### src/rtl/seq_divider_if.sv
// seq_divider_if: start/done handshake and operand/result bundle for seq_divider.
// The master side (requester) drives start and operands; the slave side (the
// divider) returns busy, done, quotient, remainder and div_by_zero.
// WIDTH must match the WIDTH of the seq_divider instance it is connected to.
interface seq_divider_if #(
  parameter int WIDTH = 8
);
  logic             start;
  logic [WIDTH-1:0] dividend;
  logic [WIDTH-1:0] divisor;
  logic             busy;
  logic             done;
  logic [WIDTH-1:0] quotient;
  logic [WIDTH-1:0] remainder;
  logic             div_by_zero;

  modport master (
    output start,
    output dividend,
    output divisor,
    input  busy,
    input  done,
    input  quotient,
    input  remainder,
    input  div_by_zero
  );

  modport slave (
    input  start,
    input  dividend,
    input  divisor,
    output busy,
    output done,
    output quotient,
    output remainder,
    output div_by_zero
  );
endinterface

### src/rtl/seq_divider.sv
// seq_divider: multi-cycle unsigned restoring divider, one quotient bit per clock.
// A start accepted in IDLE or DONE captures the operands; WIDTH iterations later
// the FSM enters DONE for one cycle, pulses done and loads quotient/remainder,
// which then hold until the next DONE load or reset.
// Optional build macro DIV_ZERO_CHECK_EN: a zero divisor bypasses RUN, finishes
// in one cycle and raises div_by_zero. Without it, div_by_zero is tied low and a
// zero divisor simply runs the full algorithm (quotient all ones, remainder =
// dividend).
module seq_divider #(
  parameter int WIDTH = 8
) (
  input  logic        clk,
  input  logic        rst,
  seq_divider_if.slave bus
);

  localparam int CW = $clog2(WIDTH + 1);
  localparam logic [CW-1:0] CNT_INIT = CW'(WIDTH);
  localparam logic [CW-1:0] CNT_ONE  = CW'(1);

  typedef enum logic [1:0] {
    S_IDLE = 2'd0,
    S_RUN  = 2'd1,
    S_DONE = 2'd2
  } state_t;

  state_t           r_state;
  logic [CW-1:0]    r_cnt;        // iterations still to run
  logic [WIDTH-1:0] r_q;          // dividend shifting out, quotient shifting in
  logic [WIDTH-1:0] r_d;          // captured divisor
  // The partial remainder is always below the divisor after restoring, so its
  // top bit is zero between iterations; only the shifted trial value needs the
  // extra bit, and that lives in w_shift_r.
  logic [WIDTH-1:0] r_r;
  logic             r_busy;
  logic             r_done;
  logic [WIDTH-1:0] r_quotient;
  logic [WIDTH-1:0] r_remainder;

  logic [WIDTH:0]   w_shift_r;    // {R,Q} shifted left: R half with Q msb in its lsb
  logic [WIDTH:0]   w_trial;      // T = shifted R - {0,D}
  logic             w_neg;        // trial went negative -> restore
  logic [WIDTH-1:0] w_r_next;
  logic [WIDTH-1:0] w_q_next;

  // Trial subtraction on the shifted partial remainder.
  assign w_shift_r = {r_r, r_q[WIDTH-1]};
  assign w_trial   = w_shift_r - {1'b0, r_d};
  assign w_neg     = w_trial[WIDTH];
  assign w_q_next  = {r_q[WIDTH-2:0], ~w_neg};

  // Restoring mux, one cell per remainder bit: keep the shifted value when the
  // trial went negative, otherwise take the difference.
  generate
    for (genvar gi = 0; gi < WIDTH; gi++) begin : g_restore
      assign w_r_next[gi] = w_neg ? w_shift_r[gi] : w_trial[gi];
    end
  endgenerate

  assign bus.busy      = r_busy;
  assign bus.done      = r_done;
  assign bus.quotient  = r_quotient;
  assign bus.remainder = r_remainder;

`ifdef DIV_ZERO_CHECK_EN
  logic r_dbz;
  logic w_zero_div;

  assign w_zero_div      = (bus.divisor == '0);
  assign bus.div_by_zero = r_dbz;
`else
  assign bus.div_by_zero = 1'b0;
`endif

  // Control FSM plus datapath registers; all outputs are registered here.
  always_ff @(posedge clk) begin
    if (rst) begin
      r_state     <= S_IDLE;
      r_cnt       <= '0;
      r_q         <= '0;
      r_d         <= '0;
      r_r         <= '0;
      r_busy      <= 1'b0;
      r_done      <= 1'b0;
      r_quotient  <= '0;
      r_remainder <= '0;
`ifdef DIV_ZERO_CHECK_EN
      r_dbz       <= 1'b0;
`endif
    end else begin
      r_done <= 1'b0;
      case (r_state)
        // IDLE and DONE accept a new request identically, which gives
        // back-to-back operation with no bubble after done.
        S_IDLE, S_DONE: begin
          r_busy <= 1'b0;
          if (bus.start) begin
            r_q   <= bus.dividend;
            r_d   <= bus.divisor;
            r_r   <= '0;
            r_cnt <= CNT_INIT;
`ifdef DIV_ZERO_CHECK_EN
            if (w_zero_div) begin
              // Result is known up front; skip the iterations entirely.
              r_state     <= S_DONE;
              r_cnt       <= '0;
              r_done      <= 1'b1;
              r_quotient  <= '1;
              r_remainder <= bus.dividend;
              r_dbz       <= 1'b1;
            end else begin
              r_state <= S_RUN;
              r_busy  <= 1'b1;
              r_dbz   <= 1'b0;
            end
`else
            r_state <= S_RUN;
            r_busy  <= 1'b1;
`endif
          end else begin
            r_state <= S_IDLE;
          end
        end

        // One restoring iteration per cycle; start is ignored here.
        S_RUN: begin
          r_q   <= w_q_next;
          r_r   <= w_r_next;
          r_cnt <= r_cnt - CNT_ONE;
          if (r_cnt == CNT_ONE) begin
            r_state     <= S_DONE;
            r_busy      <= 1'b0;
            r_done      <= 1'b1;
            r_quotient  <= w_q_next;
            r_remainder <= w_r_next;
          end
        end

        default: begin
          r_state <= S_IDLE;
          r_busy  <= 1'b0;
        end
      endcase
    end
  end

endmodule

### src/flat_wrapper.sv
// flat-port wrapper written by rule: the top's interface ports become plain ports
module seq_divider_flat 
#(
  parameter int WIDTH = 8
)
  (clk, rst, bus_start, bus_dividend, bus_divisor, bus_busy, bus_done, bus_quotient, bus_remainder, bus_div_by_zero);
  seq_divider_if #(.WIDTH(WIDTH)) bus_i ();
  input  logic clk;
  input  logic rst;
  input wire logic [$bits(bus_i.start)-1:0] bus_start;
  input wire logic [$bits(bus_i.dividend)-1:0] bus_dividend;
  input wire logic [$bits(bus_i.divisor)-1:0] bus_divisor;
  output wire logic [$bits(bus_i.busy)-1:0] bus_busy;
  output wire logic [$bits(bus_i.done)-1:0] bus_done;
  output wire logic [$bits(bus_i.quotient)-1:0] bus_quotient;
  output wire logic [$bits(bus_i.remainder)-1:0] bus_remainder;
  output wire logic [$bits(bus_i.div_by_zero)-1:0] bus_div_by_zero;
  assign bus_i.start = bus_start;
  assign bus_i.dividend = bus_dividend;
  assign bus_i.divisor = bus_divisor;
  assign bus_busy = bus_i.busy;
  assign bus_done = bus_i.done;
  assign bus_quotient = bus_i.quotient;
  assign bus_remainder = bus_i.remainder;
  assign bus_div_by_zero = bus_i.div_by_zero;
  seq_divider #(.WIDTH(WIDTH)) u_core (.clk(clk), .rst(rst), .bus(bus_i));
endmodule
### config.mk
export PLATFORM = sky130hd
export DESIGN_NAME = seq_divider_flat
export DESIGN_NICKNAME = d
export VERILOG_FILES = /design/src/rtl/seq_divider_if.sv /design/src/rtl/seq_divider.sv /design/src/flat_wrapper.sv
export SDC_FILE = /design/constraint.sdc
export NUM_CORES = 1
export LEC_CHECK = 0
export CAP_MARGIN = 10
export CORE_MARGIN = 2
export CORE_UTILIZATION = 50
export DETAILED_ROUTE_END_ITERATION = 12
export PLACE_DENSITY_LB_ADDON = 0.15
export SLEW_MARGIN = 40
export SYNTH_ARGS = -nofsm -noshare
export SYNTH_HDL_FRONTEND = slang
export SYNTH_SLANG_ARGS = --single-unit
### constraint.sdc
create_clock -name clk -period 3.6 [get_ports clk]
set_input_delay 0.54 -clock clk [delete_from_list [all_inputs] [get_ports clk]]
set_output_delay 0.54 -clock clk [all_outputs]
set_load 0.1 [all_outputs]
; ---- Word level (Yosys, flattened, before mapping)
; Index checks and enable logic that the tools add are counted.
[totals]
inputBits = 19
wordCells = 46
output_inout_bits = 19
regBits = 48
[classes]
n_bitwise = 2
n_mux = 21
eq_ne = 5
n_addsub = 2
reduce_logical = 7
[ops]
columns = operator, n
row1 = $pmux 8 s2, 2
row2 = $mux 8, 2
row3 = $mux 1, 12
row4 = $sub 9x8->9, 1
row5 = $pmux 4 s2, 1
row6 = $reduce_and 2->1, 3
row7 = $eq 4x1->1 const B, 1
row8 = $mux 4, 1
row9 = $pmux 2 s2, 1
row10 = $reduce_or 2->1, 2
row11 = $sub 4x1->4 const B, 1
row12 = $eq 2x1->1 const B, 1
row13 = $eq 2x2->1 const B, 1
row14 = $logic_not 2->1, 1
row15 = $mux 2, 1
row16 = $ne 2x1->1 const B, 1
row17 = $ne 2x2->1 const B, 1
row18 = $not 1->1, 2
row19 = $pmux 1 s2, 1
row20 = $reduce_bool 2->1, 1

; ---- Longest topological paths before layout
[logic_depth]
word_depth = 4
mapped_depth = 10
ltp_nobuf = 9

; ---- Worst setup path before layout
; No wires, ideal clock.
[synth_path]
path_kind = reg2reg
startpoint = register u_core.r_q[7]
endpoint = register u_core.r_remainder[1], in the netlist u_core.bus.remainder[1]
slack_ns = 1.206
synth_period_minus_slack_ns = 2.394
required_ns = 3.463
setup_time_ns = 0.137
arrival_time_ns = 2.257
path_buffers = 1
path_stages_with_launch = 11
cell_sequence = dfxtp_1 > inv_1 > ha_1 > inv_1 > fa_1 > a211oi_4 > o211ai_2 > a221oi_4 > buf_6 > mux2i_1 > a211oi_1
[synth_between]
elab_chain_cells = 2
[synth_rtl]
columns = element, line
row1 = "start, declared", seq_divider.sv:29  ; logic [WIDTH-1:0] r_q;
row2 = "start signal, assigned", seq_divider.sv:98  ; r_q <= bus.dividend;
row3 = "start signal, assigned", seq_divider.sv:127  ; r_q <= w_q_next;
row4 = $sub 9x8->9, seq_divider.sv:48  ; assign w_trial = w_shift_r - {1'b0, r_d};
row5 = $mux 1, seq_divider.sv:56  ; assign w_r_next[gi] = w_neg ? w_shift_r[gi] : w_trial[gi];
row6 = "end signal, assigned", seq_divider.sv:135  ; r_remainder <= w_r_next;
row7 = "end, declared", seq_divider.sv:38  ; logic [WIDTH-1:0] r_remainder;
; No other way between the ends.
; A chain may end at the register's enable or synchronous reset.

; ---- Worst setup path after layout
[layout_path]
startpoint = register u_core.r_q[7]
endpoint = register u_core.r_remainder[0], in the netlist u_core.bus.remainder[0]
[layout_between]
elab_chain_cells = 2
[layout_rtl]
columns = element, line
row1 = $sub 9x8->9, seq_divider.sv:48
row2 = $mux 1 (*), seq_divider.sv:56
; Every way passes the cells marked *; elsewhere a longest branch is shown, timed or not.

==> results.yml <==
clock_tree:
  cts_setup_buffers: 0
  numClockSinks: 47
  cts_buffers: 5
  cts_htree_levels: 2
  cts_buffer_depth: 2
  insertion_delay_ps: 300
  cts_resized: 0
  hold_buffers: 0
  cts_root_buffer: "clkbuf_8"
  clk_pin_slew_ps: 90
  cts_tree: "yes"
final_layout:
  synthToLayoutAreaGrowth_pct: 18.7
  final_nets: 335
  fin_area_um2: 2700
  post-route-util: 0.620
  layout.cells.non_filler: 358
  final_common_cell: "nand2_1"
  antenna_cells: 0
  drive_gt1_frac: 0.137
  layout_common_cells: "nand2_1, dfxtp_1, a21oi_1"
global_routing:
  grt_usage: 0.198
  grt_pass1_wl_um: 8130
  grt_pass1_vias: 1836
  grt_antenna_before_repair: 0
  grt.overflow.total: 0
  grt_max_degree: 28
setup_path:
  critical_path_class: "reg -> reg"
  arrival_ps: 2940
  critPathSlowestCell: "a221oi_4"
  path_common_cell: "inv_1"
  worst-endpoint-required_ps: 3790
  cp_max_fo: 10
  cpPeakStageDelay_ps: 500
  path_cells: "inv_1 -> ha_1 -> inv_1 -> fa_1 -> a211oi_4 -> o211ai_2 -> a221oi_4 -> buf_4 -> nor4_1 -> a311o_1"
  cp-start-kind: "flip-flop"
  worstSetupEndpointType: "flip-flop"
yosys:
  avgSynthCellArea_um2: 8.36
  ys_warn_count: 0
  synth_nets: 302
  synth-edff-count: 0
  synth-compound-area-share: 0.225
  ys_seq_elements: 47
  netlist_area_um2: 2270
  async_reset_ff_frac: 0
  synthCells: 272
  synth_xor_area_frac: 0.0154
  yosys.area_share.simple: 0.194
  synth_cell_type_count: 43
  synth_ff_type: "dfxtp_1"
  muxShareOfSynthArea: 0.0314
  synth_adder_area_share: 0.0638
  yosysSeqAreaShare: 0.414
  synth_top_family_by_area: "compound AO/OA/AOI/OAI gates"
routing:
  drc: 0
  vias_per_cell: 5.42
  wirelength_um: 4710
  drt_first_pass_iters: 4
  drtIter0Drc: 113
  num_vias: 1940
  drt-wirelength-per-cell_um: 13.2
  drtAntennaViolNets: 0
job:
  cap_violations: 0
timing:
  max-slew-margin-rel: 0.503
  fin_crit_sh: 0.765
  rsz0062_at_grt: "false"
  fmax_mhz: 363
  finalCriticalPeriod_ps: 2760
  drv_slew: 0
  fin_skew_ps: 7.02
  tightest_slew_ps: 743
  finalSetupViolCount: 0
  finalSetupTns_ps: 0
  hold_violations: 0
status:
  outcome: "complete, no violations"
power_and_ir_drop:
  p_switching_uw: 446
  powerDensity_nw_per_um2: 509
  seqPwrFrac: 0.418
  swShare: 0.324
  clkPwrFrac: 0.285
  ir_drop_uv: 346
  intPower_uw: 929
  finalPower_uw: 1370
  power_leakage_uw: 0.00105
  combPwrFrac: 0.297
placed_design:
  hpwl_um: 3460
  port_buffers: 36
  place.gp.congestion: 0.817
  place_inst: 350
  placed_cell_area_um2: 2580
floorplan:
  die_width_um: 71.4
  die_h_um: 71.4
  initial_core_util: 0.522
  die_area_um2: 5100
  io_pins: 38
  placementRows: 24
  core_area_um2: 4350
min_path:
  min_path_type: "reg -> reg"
-- cells in the mapped netlist (2+ instances only) --
library cell  number  area (um^2)
a211oi_1           6         45.0
nor3b_1            2         15.0
inv_1             15         56.3
nor3_1             2         10.0
clkbuf_1          13         48.8
nor2b_1            4         25.0
o211ai_1           4         30.0
nor4_1             3         18.8
xor2_1             2         17.5
ha_1              10          125
nand3_1            4         20.0
mux2i_1            6         60.1
dfxtp_1           47          941
nor2_1            21         78.8
o211ai_2           2         25.0
nand2_1           52          195
a22oi_1            8         60.1
or4_1              2         15.0
xnor2_1            2         17.5
o21ai_0            7         35.0
or3b_2             2         17.5
a311oi_1           2         17.5
nand2b_1           5         31.3
a21oi_1           32          160
-- sequential cells by signal (all words and copies together), names as in the netlist --
name,flops
u_core.r_cnt,4
u_core.r_r,8
u_core.bus.done,1
u_core.r_q,8
u_core.bus.remainder,8
u_core.bus.quotient,8
u_core.r_state,2
u_core.r_d,8
-- final timing paths --
| check | startpoint | slack, ps | cells past startpoint | to |
|---|---|---|---|---|
| worst max-delay path | u_core.r_q[7]$_SDFFE_PP0P_ | 840 | 10 | u_core.bus.remainder[0]$_SDFFE_PP0P_ |
| worst min-delay path | u_core.bus.quotient[4]$_SDFFE_PP0P_ | 450 | 2 | u_core.bus.quotient[4]$_SDFFE_PP0P_ |
| worst max register to register | u_core.r_q[7]$_SDFFE_PP0P_ | 840 | 10 | u_core.bus.remainder[0]$_SDFFE_PP0P_ |
| worst min register to register | u_core.bus.quotient[4]$_SDFFE_PP0P_ | 450 | 2 | u_core.bus.quotient[4]$_SDFFE_PP0P_ |
-- critical path, delay by kind of cell (launching register included) --
family	cells	cell delay [ps]
buf+inv	3	390
simple gates	1	70
flops	1	330
fa+ha+maj	2	590
compound gates	4	1260
-- layout make-up --
class / count / area [um^2]
clock buffer: 5 / 68.8
clock inverter: 3 / 46.3
fill: 392 / 1660
inverter: 15 / 56.3
multi-input combinational: 195 / 1210
sequential: 47 / 941
tap: 52 / 65.1
timing repair buffer: 41 / 308
-- metal layers --
layer  GRT usage  wire [um]  vias up
met4      0.0503         29        0
li1            -          -     1006
met1       0.259       2210      884
met2       0.333       2220       46
met3      0.0450        257        4
met5           0          0        -
-- stage by stage --
stage	hold slack, ps	worst slack [ps]
after floorplan	436	1210
after global placement	442	903
after detailed placement	443	868
after CTS	457	849
after global routing	481	675
final	454	844
-- power by group through the flow --
stage / logic [uW] / registers (uW) / clock network, uW
after floorplan: 303 / 610 / 0
after global placement: 406 / 586 / 0
after detailed placement: 407 / 586 / 0
after CTS: 409 / 574 / 403
after global routing: 447 / 579 / 424
final: 408 / 574 / 392
-- cell families after synthesis --
group                    Yosys count
AND/OR/NAND/NOR                   99
AO/OA/AOI/OAI                     73
buffers and inverters             30
adder cells (fa/ha/maj)           11
flip-flops                        47
XOR/XNOR                           4
other                              1
multiplexers                       7
(Power assumes the default switching activity.)
